--- config.mk ---
export PLATFORM = sky130hd
export DESIGN_NAME = serdes_tx_framer
export DESIGN_NICKNAME = d
export VERILOG_FILES = /design/src/rtl/serdes_pkg.sv /design/src/rtl/serdes_sync_fifo.sv /design/src/rtl/serdes_tx_framer.sv
export SDC_FILE = /design/constraint.sdc
export NUM_CORES = 1
export LEC_CHECK = 0
export BUFFER_PORTS_ARGS = -buffer_cell sky130_fd_sc_hd__clkbuf_2
export CAP_MARGIN = 20
export CORE_UTILIZATION = 50
export CTS_CLUSTER_SIZE = 24
export DETAILED_ROUTE_END_ITERATION = 16
export PLACE_DENSITY_LB_ADDON = 0.1
export SYNTH_ARGS = -nofsm -noshare
export SYNTH_HDL_FRONTEND = slang
export SYNTH_HIERARCHICAL = 1
export SYNTH_SLANG_ARGS = --single-unit
--- constraint.sdc ---
create_clock -name clk -period 2.9 [get_ports clk]
set_input_delay 0.145 -clock clk [delete_from_list [all_inputs] [get_ports clk]]
set_output_delay 0.145 -clock clk [all_outputs]
set_load 0.03 [all_outputs]
--- src/rtl/serdes_pkg.sv ---
// serdes_pkg: shared types, frame constants and the frame builder for the
// transmit-side byte framer.
// Optional feature macro: PARITY_EN (frame bit 9 carries even parity of the
// data byte; otherwise bit 9 is a second stop bit).
package serdes_pkg;

   typedef enum logic [2:0] {
      IDLE  = 3'd0,
      REQ   = 3'd1,
      WAIT  = 3'd2,
      SHIFT = 3'd3,
      DONE  = 3'd4
   } state_t;

   localparam int         BYTE_W    = 8;
   localparam int         FRAME_W   = BYTE_W + 3;
   localparam logic       START_BIT = 1'b0;
   localparam logic       STOP_BIT  = 1'b1;
   localparam logic [3:0] LAST_BIT  = 4'd10;

   // Even parity: XOR of all data bits, so data plus parity has an even count of ones.
   function automatic logic even_parity(input logic [BYTE_W-1:0] data);
      return ^data;
   endfunction

   // Frame layout, LSB sent first: {stop, parity-or-stop, data[7:0], start}.
   function automatic logic [FRAME_W-1:0] build_frame(input logic [BYTE_W-1:0] data);
      logic w_bit9;
`ifdef PARITY_EN
      w_bit9 = even_parity(data);
`else
      w_bit9 = STOP_BIT;
`endif
      return {STOP_BIT, w_bit9, data, START_BIT};
   endfunction

endpackage

--- src/rtl/serdes_sync_fifo.sv ---
// serdes_sync_fifo: small synchronous byte buffer. Full blocks pushes even when
// a pop happens in the same cycle, so there is no bypass path from input to output.
module serdes_sync_fifo #(
   parameter int DATA_W     = 8,
   parameter int FIFO_DEPTH = 4
) (
   input  logic                          clk,
   input  logic                          rst_n,
   input  logic                          i_push,
   input  logic [DATA_W-1:0]             i_data,
   input  logic                          i_pop,
   output logic [DATA_W-1:0]             o_data,
   output logic                          o_full,
   output logic                          o_empty,
   output logic [$clog2(FIFO_DEPTH):0]   o_count
);

   localparam int             AW       = $clog2(FIFO_DEPTH);
   localparam logic [AW:0]    FULL_CNT = (AW+1)'(FIFO_DEPTH);

   logic [DATA_W-1:0] r_mem [FIFO_DEPTH];
   logic [AW-1:0]     r_wr_ptr;
   logic [AW-1:0]     r_rd_ptr;
   logic [AW:0]       r_count;
   logic              w_push;
   logic              w_pop;

   assign o_full  = (r_count == FULL_CNT);
   assign o_empty = (r_count == {(AW+1){1'b0}});
   assign o_count = r_count;
   assign o_data  = r_mem[r_rd_ptr];
   assign w_push  = i_push && !o_full;
   assign w_pop   = i_pop && !o_empty;

   // Storage write; contents are don't-care until a push makes them valid.
   always_ff @(posedge clk) begin
      if (w_push) begin
         r_mem[r_wr_ptr] <= i_data;
      end
   end

   // Pointers and occupancy; pointers wrap naturally since depth is a power of two.
   always_ff @(posedge clk) begin
      if (!rst_n) begin
         r_wr_ptr <= {AW{1'b0}};
         r_rd_ptr <= {AW{1'b0}};
         r_count  <= {(AW+1){1'b0}};
      end else begin
         if (w_push) begin
            r_wr_ptr <= r_wr_ptr + AW'(1);
         end
         if (w_pop) begin
            r_rd_ptr <= r_rd_ptr + AW'(1);
         end
         case ({w_push, w_pop})
            2'b10:   r_count <= r_count + (AW+1)'(1);
            2'b01:   r_count <= r_count - (AW+1)'(1);
            default: r_count <= r_count;
         endcase
      end
   end

endmodule

--- src/rtl/serdes_tx_framer.sv ---
// serdes_tx_framer: buffers producer bytes, requests the link with data_en,
// latches an 11-bit frame on ser_en and shifts it out LSB-first while load_en
// is held. A window that closes early raises frame_err and drops the byte.
// Optional feature macro: PARITY_EN (see serdes_pkg::build_frame).
module serdes_tx_framer
   import serdes_pkg::*;
#(
   parameter int DATA_W     = 8,
   parameter int FIFO_DEPTH = 4
) (
   input  logic                          clk,
   input  logic                          rst_n,
   input  logic                          in_valid,
   input  logic [DATA_W-1:0]             in_data,
   output logic                          in_ready,
   input  logic                          bus_free,
   input  logic                          ser_en,
   input  logic                          load_en,
   output logic                          data_en,
   output logic                          tx_bit,
   output logic                          frame_done,
   output logic                          frame_err,
   output logic [$clog2(FIFO_DEPTH):0]   fifo_count
);

   state_t              r_state;
   state_t              w_state_nxt;
   logic [FRAME_W-1:0]  r_shreg;
   logic [3:0]          r_bit_cnt;
   logic                r_frame_err;
   logic                w_pop;
   logic                w_shift;
   logic                w_abort;
   logic                w_full;
   logic                w_empty;
   logic                w_tx_bit;
   logic [DATA_W-1:0]   w_head;

   assign in_ready   = !w_full;
   assign data_en    = (r_state == REQ);
   assign frame_done = (r_state == DONE);
   assign frame_err  = r_frame_err;
   assign tx_bit     = w_tx_bit;

   serdes_sync_fifo #(
      .DATA_W     (DATA_W),
      .FIFO_DEPTH (FIFO_DEPTH)
   ) u_fifo (
      .clk     (clk),
      .rst_n   (rst_n),
      .i_push  (in_valid && in_ready),
      .i_data  (in_data),
      .i_pop   (w_pop),
      .o_data  (w_head),
      .o_full  (w_full),
      .o_empty (w_empty),
      .o_count (fifo_count)
   );

   // Next-state decode plus the pop/shift/abort strobes for the datapath.
   always_comb begin
      w_state_nxt = r_state;
      w_pop       = 1'b0;
      w_shift     = 1'b0;
      w_abort     = 1'b0;
      case (r_state)
         IDLE: begin
            if (!w_empty && bus_free) begin
               w_state_nxt = REQ;
            end else begin
               w_state_nxt = IDLE;
            end
         end
         REQ: begin
            w_state_nxt = WAIT;
         end
         WAIT: begin
            if (ser_en && !w_empty) begin
               w_pop       = 1'b1;
               w_state_nxt = SHIFT;
            end else begin
               w_state_nxt = WAIT;
            end
         end
         SHIFT: begin
            if (load_en) begin
               w_shift = 1'b1;
               if (r_bit_cnt == LAST_BIT) begin
                  w_state_nxt = DONE;
               end else begin
                  w_state_nxt = SHIFT;
               end
            end else if (r_bit_cnt != 4'd0) begin
               w_abort     = 1'b1;
               w_state_nxt = IDLE;
            end else begin
               w_state_nxt = SHIFT;
            end
         end
         DONE: begin
            w_state_nxt = IDLE;
         end
         default: begin
            w_state_nxt = IDLE;
         end
      endcase
   end

   // Serial line: frame LSB only while the shift window is open, otherwise idle high.
   always_comb begin
      w_tx_bit = 1'b1;
      if ((r_state == SHIFT) && load_en) begin
         w_tx_bit = r_shreg[0];
      end else begin
         w_tx_bit = 1'b1;
      end
   end

   // State register and the registered error pulse.
   always_ff @(posedge clk) begin
      if (!rst_n) begin
         r_state     <= IDLE;
         r_frame_err <= 1'b0;
      end else begin
         r_state     <= w_state_nxt;
         r_frame_err <= w_abort;
      end
   end

   // Frame shift register and bit counter; counter returns to 0 when a frame ends.
   always_ff @(posedge clk) begin
      if (!rst_n) begin
         r_shreg   <= {FRAME_W{1'b1}};
         r_bit_cnt <= 4'd0;
      end else if (w_pop) begin
         r_shreg   <= build_frame(w_head);
         r_bit_cnt <= 4'd0;
      end else if (w_shift) begin
         r_shreg   <= {1'b1, r_shreg[FRAME_W-1:1]};
         r_bit_cnt <= (r_bit_cnt == LAST_BIT) ? 4'd0 : (r_bit_cnt + 4'd1);
      end else if (w_abort) begin
         r_bit_cnt <= 4'd0;
      end else begin
         r_bit_cnt <= r_bit_cnt;
      end
   end

endmodule

==> run summary <==
The clock network fraction of total power is 0.427, and the via total after detailed routing is 1526. The tools report the count of fill cells added during filler insertion as 388. The die outline width is 73.0 um, and the total of flip-flops plus latches after synthesis is 58. The logs give 0.00742 ns for the final clock skew and 0 for the residual antenna-violating net count after detailed routing.

The flow ran to the end, and the final reports show no timing, DRC or antenna violations. The tools report the top achievable clock speed as 381 MHz. The run gives 0.071 as the combinational share of power. TritonCTS built the clock tree.

For the relative slew slack, the log shows 0.631. Setup repair after global routing left no endpoint under its margin. The startpoint identified for the worst register-to-register timing path is u_fifo/o_count[0]$_SDFFE_PN0P_. In this run the most used layer during global routing was met2.

The aggregate global-route resource usage came out at 0.193. The type of element launching the critical path was a flop. The run gives 25 as the cell row count. The startpoint identified for the worst hold timing path is in_data[5]. For this block, the routed nets add up to 4410 um of wire. For the worst-skew pair, the clock arrives at the later sink with an insertion delay of 0.33 ns. Async set-or-reset flop fraction in the synthesized netlist: 0. The placeable core region was 0.00479 mm2; the met1 routing resource usage after global routing was 0.234. The logs give 0 for the number of remaining DRC errors and 194 for the instance count of the mapped netlist. The count of final setup violators came out at 0. The internal portion of the total power is 1.44 mW. The number of setup buffers added after CTS is 0, and the count of yosys warnings during synthesis is 6. The overall die area is 0.00533 mm2, and the hold violation count in the final report is 0. The most common cell after layout, fill and taps aside is sky130_fd_sc_hd__edfxtp_1. Following the worst setup path forward leads to its endpoint at u_fifo/o_count[2]$_SDFFE_PN0P_. Entering global routing, the biggest net connects 25 pins.

The number of buffers added on ports works out to 21. The mapped cell area was 0.00252 mm2. The run gives 0.527 as the initial core utilization. The tools report the first-iteration detailed-routing DRC count as 86.

Summed over all cells, the static leakage comes to 1.10 nW. The floorplan step set the die height to 73.0 um. The via count of the first global-routing pass came out at 1551. The fraction of layout cells with a size suffix above 1 is 0.231, and the half-perimeter wire length after detailed placement is 3010 um. The largest fanout on the critical path was 5; the clock input transition at the sequential cells of the worst setup and hold paths was 0.06 ns. The number of antenna diodes in the final layout is 0.

The H-tree was split into 3 levels. The post-synthesis area per instance was 13.0 um2. Gates resized during post-CTS repair numbered 0. The proportion of power drawn by flip-flops and latches was 0.502; the number of cells on the worst reg-to-reg path was 11. The analysis attributes to net switching a power of 409 uW. The number of max-slew violations in the final report was 0. For the pin with the worst max-slew slack, the measured transition is 0.553 ns. The final net count was 243; the number of flops mapped to enable cells by yosys was 32.

Summing internal, switching and leakage power gives 1.85 mW. The maximum VDD drop is 0.000395 V, and the minimum clock period is 2.62 ns. The run gives 2 as the buffer levels on the longest clock path.

The tools report the clock tree root driver cell as sky130_fd_sc_hd__clkbuf_8. The most critical setup path has its startpoint at u_fifo/o_count[0]$_SDFFE_PN0P_. Routability-driven placement finished with a final weighted congestion of 0.791.

The tools report the total nets after synthesis as 217. The net switching share of the total power was 0.222. Hold repair after CTS inserted 0 buffers. Adding up every negative setup slack in the final design gives 0 ns. The met2 track demand over resource in global routing is 0.319, and the share of the cycle needed by the critical path after routing is 0.904. The run gives 0 as the number of maximum-capacitance violations. The tools report the worst flop-to-flop path endpoint as u_fifo/o_count[2]$_SDFFE_PN0P_.

The setup path with the least slack is of type flop to flop. For the initial antenna violation count, the log shows 0. STA puts the critical path data arrival time at 2.87 ns.

Summed over all layers, the global routing overflow is 0. Synthesis instantiated 40 different standard cells from the library. The worst hold path belongs to the class input port to flop.

The endpoint class of the critical path was a flop. The top cell types in the final layout, fill and taps aside, are sky130_fd_sc_hd__edfxtp_1, sky130_fd_sc_hd__dfxtp_1, sky130_fd_sc_hd__clkbuf_2. For the fraction of met3 tracks used by global routing, the log shows 0.0663. The vias per cell is 5.23.

The wire length per cell after detailed routing is 15.1 um. The first global-routing pass estimated 7370 um of wire. Compared with the post-synthesis result, the final layout area differs by 15.0%. The run gives 58 as the number of sinks on the clock net. For this run, the leading register cell type out of synthesis is sky130_fd_sc_hd__edfxtp_1.

The logs give 4 for the number of iterations in the first detailed-routing pass and 9 for the total clock buffers created by CTS. For this design the top-level I/O count stands at 22. Setup slack on the worst reg-to-reg path comes out at 0.28 ns. Dividing total power by cell area gives a power density of 636 mW/mm2.

The sequential area share after synthesis was 0.587; the data required time at the worst endpoint was 3.15 ns.
## through the flow
stage          instances  instance area [um2]  setup WS (ns)  hold slack (ns)  utilization
2_1_floorplan        194                 2520          0.427            0.244            -
3_3_place_gp         276                 2690          0.526            0.355        0.562
3_5_place_dp         276                 2690          0.303            0.366        0.562
4_1_cts              292                 2900          0.257           0.0155        0.606
5_1_grt              292                 2900         0.0763           0.0156        0.606
6_report             292                 2900          0.278           0.0292        0.606
## cell type report
class	count	area, um2	area share
Inverter	12	45.0	0.0155
Clock buffer	10	128	0.0440
Tap cell	67	83.8	0.0289
Timing Repair Buffer	23	120	0.0414
Sequential cell	58	1480	0.511
Multi-Input combinational cell	116	961	0.331
Clock inverter	6	81.3	0.0280
## synth_stat cells (5+ instances only)
cell type / n / area [um2]
sky130_fd_sc_hd__o21ai_0: 8 / 40.0
sky130_fd_sc_hd__dfxtp_1: 26 / 521
sky130_fd_sc_hd__ha_1: 8 / 100
sky130_fd_sc_hd__nand2_1: 11 / 41.3
sky130_fd_sc_hd__a21oi_1: 11 / 55.1
sky130_fd_sc_hd__nor2_1: 8 / 30.0
sky130_fd_sc_hd__inv_1: 11 / 41.3
sky130_fd_sc_hd__nor3b_1: 10 / 75.1
sky130_fd_sc_hd__mux2i_1: 10 / 100
sky130_fd_sc_hd__edfxtp_1: 32 / 961
sky130_fd_sc_hd__and2_1: 6 / 37.5
sky130_fd_sc_hd__mux4_2: 8 / 180
sky130_fd_sc_hd__nor2b_1: 5 / 31.3
## logic make-up after synthesis
kind of cell    share of synthesized area
fa+ha+maj                          0.0476
flops                               0.587
compound gates                     0.0660
xor+xnor                           0.0104
mux                                 0.111
buf+inv                            0.0317
simple gates                        0.146
## layer usage
layer,routed length [um],share of wire
met5,0,0
met4,57,0.013
met3,157,0.036
met2,2200,0.50
met1,1990,0.45
## power groups by stage
stage | Combinational [mW] | Clock (mW) | Sequential, mW
after floorplan | 0.0857 | 0 | 0.945
after global placement | 0.126 | 0 | 0.939
after detailed placement | 0.131 | 0 | 0.944
after CTS | 0.132 | 0.807 | 0.926
after global routing | 0.145 | 0.839 | 0.931
final | 0.130 | 0.789 | 0.926
## critical path, cell delays in order, from the launching register on
cell	delay, ns
sky130_fd_sc_hd__dfxtp_1	0.44
sky130_fd_sc_hd__nor3_2	0.11
sky130_fd_sc_hd__nor2_1	0.15
sky130_fd_sc_hd__nand3_1	0.12
sky130_fd_sc_hd__inv_1	0.17
sky130_fd_sc_hd__nor2b_1	0.24
sky130_fd_sc_hd__ha_1	0.22
sky130_fd_sc_hd__inv_1	0.06
sky130_fd_sc_hd__fa_1	0.37
sky130_fd_sc_hd__xor2_1	0.16
sky130_fd_sc_hd__or3_1	0.32
sky130_fd_sc_hd__a21boi_1	0.19
## worst min path at each step
stage | cells after the start | to
finish | 1 | u_fifo/r_mem[0][5]$_DFFE_PP_
global route | 1 | u_fifo/r_mem[3][5]$_DFFE_PP_
CTS | 1 | u_fifo/r_mem[0][5]$_DFFE_PP_
detailed placement | 1 | u_fifo/r_mem[3][5]$_DFFE_PP_
global placement | 1 | u_fifo/r_mem[0][5]$_DFFE_PP_
floorplan | 0 | u_fifo/r_mem[0][0]$_DFFE_PP_
## flip-flops by register name (all words and copies together) (netlist names), named ones only
signal           count
r_shreg              9
u_fifo/r_wr_ptr      2
u_fifo/r_rd_ptr      2
frame_err            1
r_state              3
r_bit_cnt            4
u_fifo/o_count       3
u_fifo/r_mem        32
No activity file was read; power rests on OpenSTA's default activity.
